===== src/rtl/bcd_addsub_seq_pkg.sv =====
// Shared definitions for the sequential BCD adder/subtractor.
//   - FSM state encodings (IDLE/CHECK/CALC/FINISH)
//   - Active-low 7-segment constants SEG0..SEG9 and SEG_BLANK, bit order [0:6]
//   - Digit width and a nibble-to-segment helper
package bcd_addsub_seq_pkg;

  localparam int DIGIT_W = 4;

  localparam logic [1:0] ST_IDLE   = 2'd0;
  localparam logic [1:0] ST_CHECK  = 2'd1;
  localparam logic [1:0] ST_CALC   = 2'd2;
  localparam logic [1:0] ST_FINISH = 2'd3;

  localparam logic [6:0] SEG0      = 7'b000_0001;
  localparam logic [6:0] SEG1      = 7'b100_1111;
  localparam logic [6:0] SEG2      = 7'b001_0010;
  localparam logic [6:0] SEG3      = 7'b000_0110;
  localparam logic [6:0] SEG4      = 7'b100_1100;
  localparam logic [6:0] SEG5      = 7'b010_0100;
  localparam logic [6:0] SEG6      = 7'b010_0000;
  localparam logic [6:0] SEG7      = 7'b000_1111;
  localparam logic [6:0] SEG8      = 7'b000_0000;
  localparam logic [6:0] SEG9      = 7'b000_0100;
  localparam logic [6:0] SEG_BLANK = 7'b111_1111;

  // Non-decimal nibbles decode to a blank digit.
  function automatic logic [6:0] seg_of(input logic [3:0] d);
    case (d)
      4'd0:    seg_of = SEG0;
      4'd1:    seg_of = SEG1;
      4'd2:    seg_of = SEG2;
      4'd3:    seg_of = SEG3;
      4'd4:    seg_of = SEG4;
      4'd5:    seg_of = SEG5;
      4'd6:    seg_of = SEG6;
      4'd7:    seg_of = SEG7;
      4'd8:    seg_of = SEG8;
      4'd9:    seg_of = SEG9;
      default: seg_of = SEG_BLANK;
    endcase
  endfunction

endpackage


===== src/rtl/bcd_to_seg7.sv =====
// Single-digit BCD to active-low 7-segment decoder.
// Ports:
//   i_bin   - BCD nibble
//   i_blank - force all segments off
//   o_seg   - active-low segments [0:6]
module bcd_to_seg7
  import bcd_addsub_seq_pkg::*;
(
  input  logic [3:0] i_bin,
  input  logic       i_blank,
  output logic [6:0] o_seg
);

  always_comb begin
    o_seg = SEG_BLANK;
    if (!i_blank) o_seg = seg_of(i_bin);
  end

endmodule


===== src/rtl/bcd_addsub_seq.sv =====
// Sequential NDIGITS-wide BCD adder/subtractor, one digit per clock, LSD first.
// Ports:
//   CLOCK_50  - clock, rising edge
//   RESET     - synchronous active-high reset
//   START     - request, accepted only in IDLE
//   SUB       - 0: A+B, 1: A-B (captured with START)
//   A, B      - packed BCD operands, digit i at [4i+3:4i]
//   BUSY      - high in CHECK, CALC, FINISH
//   DONE      - one-cycle pulse in FINISH; RESULT/flags valid that cycle
//   RESULT    - packed BCD result, held until next FINISH
//   OVF       - add: carry out of MSD; sub: borrow out (A<B)
//   INVALID   - an operand nibble was >9 at capture
//   HEX       - active-low segments per digit, digit i at [7i+6:7i]
//   DBG_STATE - current FSM state
//
// Handshake: START is a request qualified only by the FSM being in IDLE;
// requests in any other state are dropped, never queued. DONE is the
// completion strobe and RESULT/OVF/INVALID are valid while DONE is high
// and stay stable until the next DONE.
module bcd_addsub_seq
  import bcd_addsub_seq_pkg::*;
#(
  parameter int NDIGITS = 4
) (
  input  logic                     CLOCK_50,
  input  logic                     RESET,
  input  logic                     START,
  input  logic                     SUB,
  input  logic [4*NDIGITS-1:0]     A,
  input  logic [4*NDIGITS-1:0]     B,
  output logic                     BUSY,
  output logic                     DONE,
  output logic [4*NDIGITS-1:0]     RESULT,
  output logic                     OVF,
  output logic                     INVALID,
  output logic [7*NDIGITS-1:0]     HEX,
  output logic [1:0]               DBG_STATE
);

  localparam int W  = NDIGITS * DIGIT_W;
  localparam int CW = (NDIGITS > 1) ? $clog2(NDIGITS) : 1;
  localparam logic [CW-1:0] CNT_LAST = CW'(NDIGITS - 1);

  logic [1:0]    r_state;
  logic [1:0]    w_state_next;
  logic [W-1:0]  r_a;
  logic [W-1:0]  r_b;
  logic          r_sub;
  logic          r_cy;
  logic [CW-1:0] r_cnt;
  logic [W-1:0]  r_work;
  logic [W-1:0]  r_result;
  logic          r_ovf;
  logic          r_invalid;

  logic          w_bad;
  logic          w_last;
  logic [4:0]    w_sum;
  logic [4:0]    w_diff;
  logic [3:0]    w_digit;
  logic          w_cy_next;
  logic [W-1:0]  w_work_next;
  logic          w_blank;

  // Any non-decimal nibble in the captured operands.
  always_comb begin
    w_bad = 1'b0;
    for (int i = 0; i < NDIGITS; i++) begin
      if (r_a[4*i +: 4] > 4'd9 || r_b[4*i +: 4] > 4'd9) w_bad = 1'b1;
    end
  end

  assign w_last = (r_cnt == CNT_LAST);

  // One digit step on the low nibbles of the operand shift registers.
  // The 5-bit intermediates keep the carry/borrow in bit 4.
  always_comb begin
    w_sum     = {1'b0, r_a[3:0]} + {1'b0, r_b[3:0]} + {4'd0, r_cy};
    w_diff    = {1'b0, r_a[3:0]} - {1'b0, r_b[3:0]} - {4'd0, r_cy};
    w_digit   = 4'd0;
    w_cy_next = 1'b0;
    if (r_sub) begin
      if (w_diff[4]) begin
        w_digit   = w_diff[3:0] + 4'd10;
        w_cy_next = 1'b1;
      end else begin
        w_digit   = w_diff[3:0];
      end
    end else begin
      if (w_sum > 5'd9) begin
        w_digit   = w_sum[3:0] + 4'd6;
        w_cy_next = 1'b1;
      end else begin
        w_digit   = w_sum[3:0];
      end
    end
  end

  // New digit enters at the MSD end; after NDIGITS steps the LSD has
  // walked down to the bottom nibble.
  assign w_work_next = (r_work >> DIGIT_W) | (W'(w_digit) << (W - DIGIT_W));

  always_comb begin
    w_state_next = r_state;
    case (r_state)
      ST_IDLE:   if (START) w_state_next = ST_CHECK;
      ST_CHECK:  w_state_next = w_bad ? ST_FINISH : ST_CALC;
      ST_CALC:   if (w_last) w_state_next = ST_FINISH;
      ST_FINISH: w_state_next = ST_IDLE;
      default:   w_state_next = ST_IDLE;
    endcase
  end

  // Result and flags are written on the edge that enters FINISH so they
  // are already valid while DONE is high.
  always_ff @(posedge CLOCK_50) begin
    if (RESET) begin
      r_state   <= ST_IDLE;
      r_a       <= '0;
      r_b       <= '0;
      r_sub     <= 1'b0;
      r_cy      <= 1'b0;
      r_cnt     <= '0;
      r_work    <= '0;
      r_result  <= '0;
      r_ovf     <= 1'b0;
      r_invalid <= 1'b0;
    end else begin
      r_state <= w_state_next;
      case (r_state)
        ST_IDLE: begin
          if (START) begin
            r_a   <= A;
            r_b   <= B;
            r_sub <= SUB;
          end
        end
        ST_CHECK: begin
          r_cy   <= 1'b0;
          r_cnt  <= '0;
          r_work <= '0;
          if (w_bad) begin
            r_result  <= '0;
            r_ovf     <= 1'b0;
            r_invalid <= 1'b1;
          end
        end
        ST_CALC: begin
          r_a    <= r_a >> DIGIT_W;
          r_b    <= r_b >> DIGIT_W;
          r_cy   <= w_cy_next;
          r_work <= w_work_next;
          r_cnt  <= r_cnt + CW'(1);
          if (w_last) begin
            r_result  <= w_work_next;
            r_ovf     <= w_cy_next;
            r_invalid <= 1'b0;
          end
        end
        default: ;
      endcase
    end
  end

  assign BUSY      = (r_state != ST_IDLE);
  assign DONE      = (r_state == ST_FINISH);
  assign RESULT    = r_result;
  assign OVF       = r_ovf;
  assign INVALID   = r_invalid;
  assign DBG_STATE = r_state;
  assign w_blank   = r_ovf | r_invalid;

  for (genvar g = 0; g < NDIGITS; g++) begin : g_seg
    bcd_to_seg7 u_seg (
      .i_bin   (r_result[4*g +: 4]),
      .i_blank (w_blank),
      .o_seg   (HEX[7*g +: 7])
    );
  end

endmodule

===== config.mk =====
export PLATFORM = sky130hd
export DESIGN_NAME = bcd_addsub_seq
export DESIGN_NICKNAME = d
export VERILOG_FILES = /design/src/rtl/bcd_addsub_seq_pkg.sv /design/src/rtl/bcd_to_seg7.sv /design/src/rtl/bcd_addsub_seq.sv
export SDC_FILE = /design/constraint.sdc
export NUM_CORES = 1
export LEC_CHECK = 0
export CAP_MARGIN = 0
export CORE_MARGIN = 10
export CORE_UTILIZATION = 45
export DETAILED_ROUTE_END_ITERATION = 8
export GPL_ROUTABILITY_DRIVEN = 1
export PLACE_DENSITY = 0.76
export RECOVER_POWER = 50
export SLEW_MARGIN = 20
export SYNTH_ARGS = -nofsm -noshare
export SYNTH_HDL_FRONTEND = slang
export SYNTH_SLANG_ARGS = --single-unit

===== constraint.sdc =====
create_clock -name CLOCK_50 -period 3.47 [get_ports CLOCK_50]
set_input_delay 0.8675 -clock CLOCK_50 [delete_from_list [all_inputs] [get_ports CLOCK_50]]
set_output_delay 0.8675 -clock CLOCK_50 [all_outputs]
set_load 0.03 [all_outputs]

==> results.md <==
* Core Region at 11,420 µm²
* Synthesis-stage register bit count at 96
* Gpl congestion at 0.8872
* Relative slew slack at 0.4679
* Worst vdd ir at 0.0005447 V
* DRT iter0 DRCs at 363
* Syn. warnings at 0
* Post-synth cell types at 65
* Status: complete, no violations
* Worst-skew pair later-pin latency at 0.34 ns
* Worst-path cell with the longest stage delay: fa_2
* Largest net degree at the start of global routing at 49
* CTS sink cnt at 96
* Fin crit share at 0.9673
* RSZ-0062 raised after global routing: true
* Die area at 16,370 µm²
* Number of antenna violations at the first check in global routing at 0
* Synth-to-Final Area Change at 28.15%
* GR Util All Layers at 0.1607
* Asr flop ratio synth at 0
* Detailed-router iteration count before antenna repair at 4
* Design Power at 5351 µW
* RR Startpoint: r_a[0]
* Register area at 1924 µm²
* Hold wc startpoint: r_work[4]
* Minimum clock period at 3.356 ns
* # diodes at 0
* Startpoint Class: flop
* Register-to-Register Setup Slack at 0.11 ns
* Ratio of cells with drive above 1 in the final layout at 0.1092
* Clock H-tree levels at 3
* Worst Path Buf+Inv at 4
* Clock Tree Root: clkbuf_16
* Critical Path Stages at 15
* DP HPWL at 9839 µm
* Max incr delay on CP at 0.42 ns
* Top cells by area, synth: dfxtp_1 37%, ha_1 9.5%, mux2i_1 7.3%
* Number of flops mapped to enable cells by yosys at 0
* Vias in the first global route at 4,611
* Num ports at 86
* Syn Nets at 678
* Setup ws final at 0.1136 ns
* Crit path from: r_a[0]
* WL per Instance at 15.88 µm
* DR WL met2 at 6611 µm
* Placement Setup Slack at -0.06092 ns
* Sequential fraction of the synthesis area at 0.3664
* Remaining DRCs at 0
* Post-Syn Area per Cell at 8.771 µm²
* Commonest non-fill, non-tap cell in the layout: dfxtp_1
* Max Used Layer: met4
* Clock slew at reported path FFs at 0.07 ns
* Critical Path RT at 3.67 ns
* Longest Clk Path Bufs at 2
* Via count at 4,558
* Initial core utilization at 0.4593
* Post-Route Skew at 0.004561 ns
* Die Width at 128.0 µm
* Endpoints failing setup at 0
* Power Density at 796.2 nW/µm²
* Die Ht at 128.0 µm
* CP arrival at 3.56 ns
* CTS tree: yes
* Critical path class: flop to flop
* Ys flop type: dfxtp_1
* Reg2reg path depth at 15
* Mapped Cells at 598
* Peak Freq at 297.9 MHz
* FP Rows at 39
* Cell family with most CP delay: adder cells
* Hold Path Depth at 2
* Worst slew pin tran at 0.7760 ns
* CP most frequent cell: buf_4
* Input/output buffers at 85
* Met3 wire len at 580 µm
* GRT overflow at 0
* Commonest cells after routing, fill and taps aside: 94 x dfxtp_1, 84 x clkdlybuf4s50_1, 59 x nor2_1
* Placed instance area at 6319 µm²
* Max Cap Viol at 0
* Drt total wl at 13,180 µm
* Multi-input logic area at 3127 µm²
* Antenna-violating nets left at 0
* Worst hold endpoint: r_work[4]
* Yosys top cell area share at 0.3664
* Met1 Wirelength at 5851 µm
* CTS Buf Count at 9
* Crit path cell chain: fa_2 -> fa_2 -> xor2_2 -> ha_4 -> nand2b_4 -> o311ai_4 -> a211o_1 -> a32oi_2 -> nand2_2 -> buf_4 -> buf_4 -> buf_4 -> buf_4 -> a32oi_2 -> a31oi_1
* Crit path capture type: flop
* Fin nets at 762
* Post-synthesis cell area at 5245 µm²
* Via density per instance at 5.492
* Global-route wire length before repair at 22,150 µm
* Slew Viols, Final at 0
* Worst min path class: flop to flop
* Area leader, netlist: dfxtp_1
* # fillers at 966
* P_leak at 0.002766 µW
* Worst-path fanout max at 4
* Fin. Hold Viols at 0
* Design area at 6721 µm²
logic make-up (layout without fill, tap and decap cells):
| group | after synthesis | count (layout) | share of synthesized area |
|---|---|---|---|
| and+or+nand+nor | 173 | 173 | 0.1627 |
| xor gates and xnor gates | 6 | 6 | 0.01264 |
| buffers and inverters | 79 | 168 | 0.05868 |
| AOI/OAI and AO/OA | 160 | 160 | 0.2121 |
| DFF | 96 | 96 | 0.3664 |
| adders and majority gates | 44 | 44 | 0.1107 |
| muxes | 40 | 40 | 0.07681 |
repair_timing:
action | 4_1_cts | 5_1_grt
setup buffers | 7 | 0
gates resized for setup | 5 | 5
hold buffers | 0 | 0
pin swaps | 11 | 6
setup endpoints to repair | 1 | 7
stage by stage:
| step | util | TNS [ns] | cells | hold WS [ns] |
|---|---|---|---|---|
| global placement | 0.5534 | 0 | 809 | 0.4446 |
| finish | 0.5886 | 0 | 830 | 0.4579 |
| detailed placement | 0.5534 | -0.06092 | 809 | 0.4466 |
| floorplan | - | -0.003395 | 598 | 0.4316 |
| global route | 0.5886 | -0.04211 | 830 | 0.4775 |
| CTS | 0.5865 | -0.02318 | 830 | 0.4558 |
worst register-to-register path, cell delays in order, from the launching register on:
cell,delay (ns)
dfxtp_2,0.33
fa_2,0.42
fa_2,0.40
xor2_2,0.21
ha_4,0.20
nand2b_4,0.09
o311ai_4,0.11
a211o_1,0.32
a32oi_2,0.20
nand2_2,0.11
buf_4,0.17
buf_4,0.12
buf_4,0.12
buf_4,0.14
a32oi_2,0.18
a31oi_1,0.11
how the worst max path moves through the flow:
stage	endpoint	slack, ns
final	flop	0.11
after global routing	flop	-0.03
after CTS	flop	-0.02
after detailed placement	flop	-0.06
after global placement	flop	0.03
after floorplan	flop	-0.003
power breakdown:
group / internal (µW) / switching [µW]
registers: 1260 / 170
clock network: 600 / 430
logic: 1260 / 1630
total: 3120 / 2230
cell type report:
type | count | area share
clock buffer | 12 | 0.03816
clock inverter | 4 | 0.007632
inverter | 43 | 0.02401
multi-input combinational | 423 | 0.4652
sequential | 96 | 0.2863
tap | 143 | 0.02662
timing repair buffer | 109 | 0.1521
cell usage after synthesis (all sizes together), types with 2 or more instances:
| cell | n |
|---|---|
| a22oi | 10 |
| o21a | 4 |
| inv | 43 |
| o21ai | 27 |
| nor2b | 3 |
| and4 | 2 |
| mux2 | 2 |
| or3 | 30 |
| nor2 | 59 |
| and2 | 5 |
| a31oi | 8 |
| a32oi | 3 |
| buf | 9 |
| a21o | 9 |
| o2111ai | 2 |
| o211ai | 3 |
| mux2i | 38 |
| nand2b | 4 |
| and3 | 3 |
| clkbuf | 27 |
| xnor2 | 4 |
| a31o | 2 |
| o31ai | 3 |
| ha | 40 |
| nand4 | 3 |
| a22o | 3 |
| nor3 | 5 |
| nand3 | 15 |
| a21oi | 36 |
| nand2 | 38 |
| a211oi | 32 |
| dfxtp | 96 |
| fa | 4 |
| a311oi | 3 |
| a211o | 2 |
| o211a | 2 |
per-layer routing:
metal,vias up,GRT usage
met3,10,0.03267
met2,90,0.2796
met1,2163,0.1949
met4,0,0.04702
li1,2295,-
met5,-,0
Power figures use the tool's default switching activity.
==> variant, RTL diff (same settings) <==
The parameter `NDIGITS` goes from 4 to 8.
--- a/src/rtl/bcd_addsub_seq.sv
+++ b/src/rtl/bcd_addsub_seq.sv
@@ -20,7 +20,7 @@
 module bcd_addsub_seq
   import bcd_addsub_seq_pkg::*;
 #(
-  parameter int NDIGITS = 4
+  parameter int NDIGITS = 8
 ) (
   input  logic                     CLOCK_50,
   input  logic                     RESET,
Ports: changed (resized A, B, HEX and RESULT); port bits go from 86 to 162. The function was not compared with the original's and may differ.
==> variant against the unedited design <==
The flow now finishes with violations (max-capacitance violations, max-slew violations). Utilization fell by 0.62 points. Synthesized area up 81%. Wire length is 80% higher. Cell area increased by 81%. Total power is 82% higher. Via count grew 78%. Non-clock buffer count rose by 85. Sequential cell count increased by 93. Worst setup slack worse by 86 ps. Highest routed layer unchanged.
==> variant: results (changes against the unedited design) <==
[job] max_cap viols 1 [+1]
[run_status] violations in the final reports max-capacitance violations, max-slew violations
[cts] insertion delay of the later-clocked pin in the worst-skew pair 430 ps [+90 ps]
[finish] layout filler cell count 1820 [+88%]
[run_status] run status finished with violations
[route] per-cell routed wire length 15.5 um [-2.6%]
[power_and_ir_drop] Leak 4.69 nW [+70%]
[global_routing] number of global-route vias before repair 7747 [+68%]
[route] TritonRoute pass-1 iters 5 [+1]
[timing] count of pins over their slew limit 76 [+76]
[placement] number of port buffers 161 [+89%]
[route] number of DRC markers after the initial detailed-route iteration 550 [+52%]
[placement] Cell Area, Placed 0.0115 mm2 [+82%]
[power_and_ir_drop] net switching share of the total power 41.5% [-0.12 points]
[route] DR vias/cell 5.30 [-3.5%]
[placement] gpl congestion 0.798 [-10%]
[timing] post-route clock skew 9.82 ps [+5.26 ps]
[logic_synthesis] synth cell count leaders sky130_fd_sc_hd__dfxtp_1 (189), sky130_fd_sc_hd__nor2_1 (105), sky130_fd_sc_hd__a21oi_1 (104), sky130_fd_sc_hd__nand2_1 (82), sky130_fd_sc_hd__mux2i_1 (73)
[finish] share of layout cells above drive strength 1 8.84% [-2.1 points]
[critical_path] biggest fanout along the worst timing path 3 [-1]
[critical_path] Critical Path AT 3750 ps [+190 ps]
[logic_synthesis] part of the Yosys area used for sequential elements 39.8% [+3.1 points]
[critical_path] Reg2Reg Setup Slack 30 ps [-90 ps]
[finish] net total in the final layout 1378 [+81%]
[global_routing] first-pass GRT wire length 38000 um [+72%]
[placement] number of cells after detailed placement 1494 [+85%]
[logic_synthesis] Netlist cell types 63 [-3.1%]
[logic_synthesis] post-synthesis net count 1238 [+83%]
variant: worst max-delay path, stage by stage (launching register included):
cell	delay, ps
sky130_fd_sc_hd__dfxtp_2	340
sky130_fd_sc_hd__fa_2	410
sky130_fd_sc_hd__fa_2	400
sky130_fd_sc_hd__xnor2_2	150
sky130_fd_sc_hd__inv_1	60
sky130_fd_sc_hd__ha_2	180
sky130_fd_sc_hd__nor2b_4	130
sky130_fd_sc_hd__o21a_1	190
sky130_fd_sc_hd__o311a_1	370
sky130_fd_sc_hd__a21oi_2	150
sky130_fd_sc_hd__a22oi_2	80
sky130_fd_sc_hd__nor2_2	130
sky130_fd_sc_hd__inv_2	80
sky130_fd_sc_hd__ha_4	180
sky130_fd_sc_hd__and3_4	150
sky130_fd_sc_hd__a211oi_4	220
sky130_fd_sc_hd__a21oi_1	90
variant: stage by stage:
step,setup slack (ps),power [mW]
2_1_floorplan,7.55,6.17
3_3_place_gp,43.4,7.55
3_5_place_dp,-69.0,7.66
4_1_cts,0.668,9.68
5_1_grt,-121,10.3
6_report,27.7,9.73
variant: layout make-up:
cell class              count  share of cell area, %
clock buffers              20                   3.75
clock inverters            12                   1.22
inverters                  54                   1.67
multi-input cells         786                   43.7
flip-flops and latches    189                   31.1
well taps                 275                   2.83
repair buffers            194                   15.7
variant: power by group through the flow:
stage	Sequential (mW)	Combinational (mW)	Clock (mW)
floorplan	2.81	3.36	0
global placement	2.86	4.69	0
detailed placement	2.88	4.78	0
CTS	2.84	4.82	2.03
global route	2.88	5.32	2.12
finish	2.84	4.90	1.99
variant: final timing paths:
| check | from | endpoint | depth (start not counted) |
|---|---|---|---|
| setup reg to reg | r_cy | register | 16 |
| hold reg to reg | r_work[7] | r_work[7] | 2 |
| hold / removal | r_work[7] | r_work[7] | 2 |
| setup / recovery | r_cy | register | 16 |
variant: cells by family (layout without fill, tap and decap cells):
family	after synthesis	in the layout	synth area share, %
and+or+nand+nor	359	359	18.3
muxes	74	74	7.80
DFF	189	189	39.8
adders and majority gates	68	68	9.26
buffers and inverters	127	280	5.46
xor gates and xnor gates	6	6	0.553
AOI/OAI and AO/OA	279	279	18.8
variant: timing repair:
action | in CTS | in global routing
endpoints found under the setup margin | 5 | 6
buffers inserted | 1 | 3
pin swaps | 5 | 11
hold buffers | 0 | 0
resized for setup | 5 | 11
variant: routing by layer:
layer  track usage [%]  vias to the layer above  share of wire, %  routed length (um)
li1                  -                     4132                 -                   -
met1              21.3                     3766                45               10800
met5                 0                        -                 0                   0
met4              4.07                        0              0.98                 231
met3              5.53                       16               8.1                1930
met2              27.3                      191                45               10700
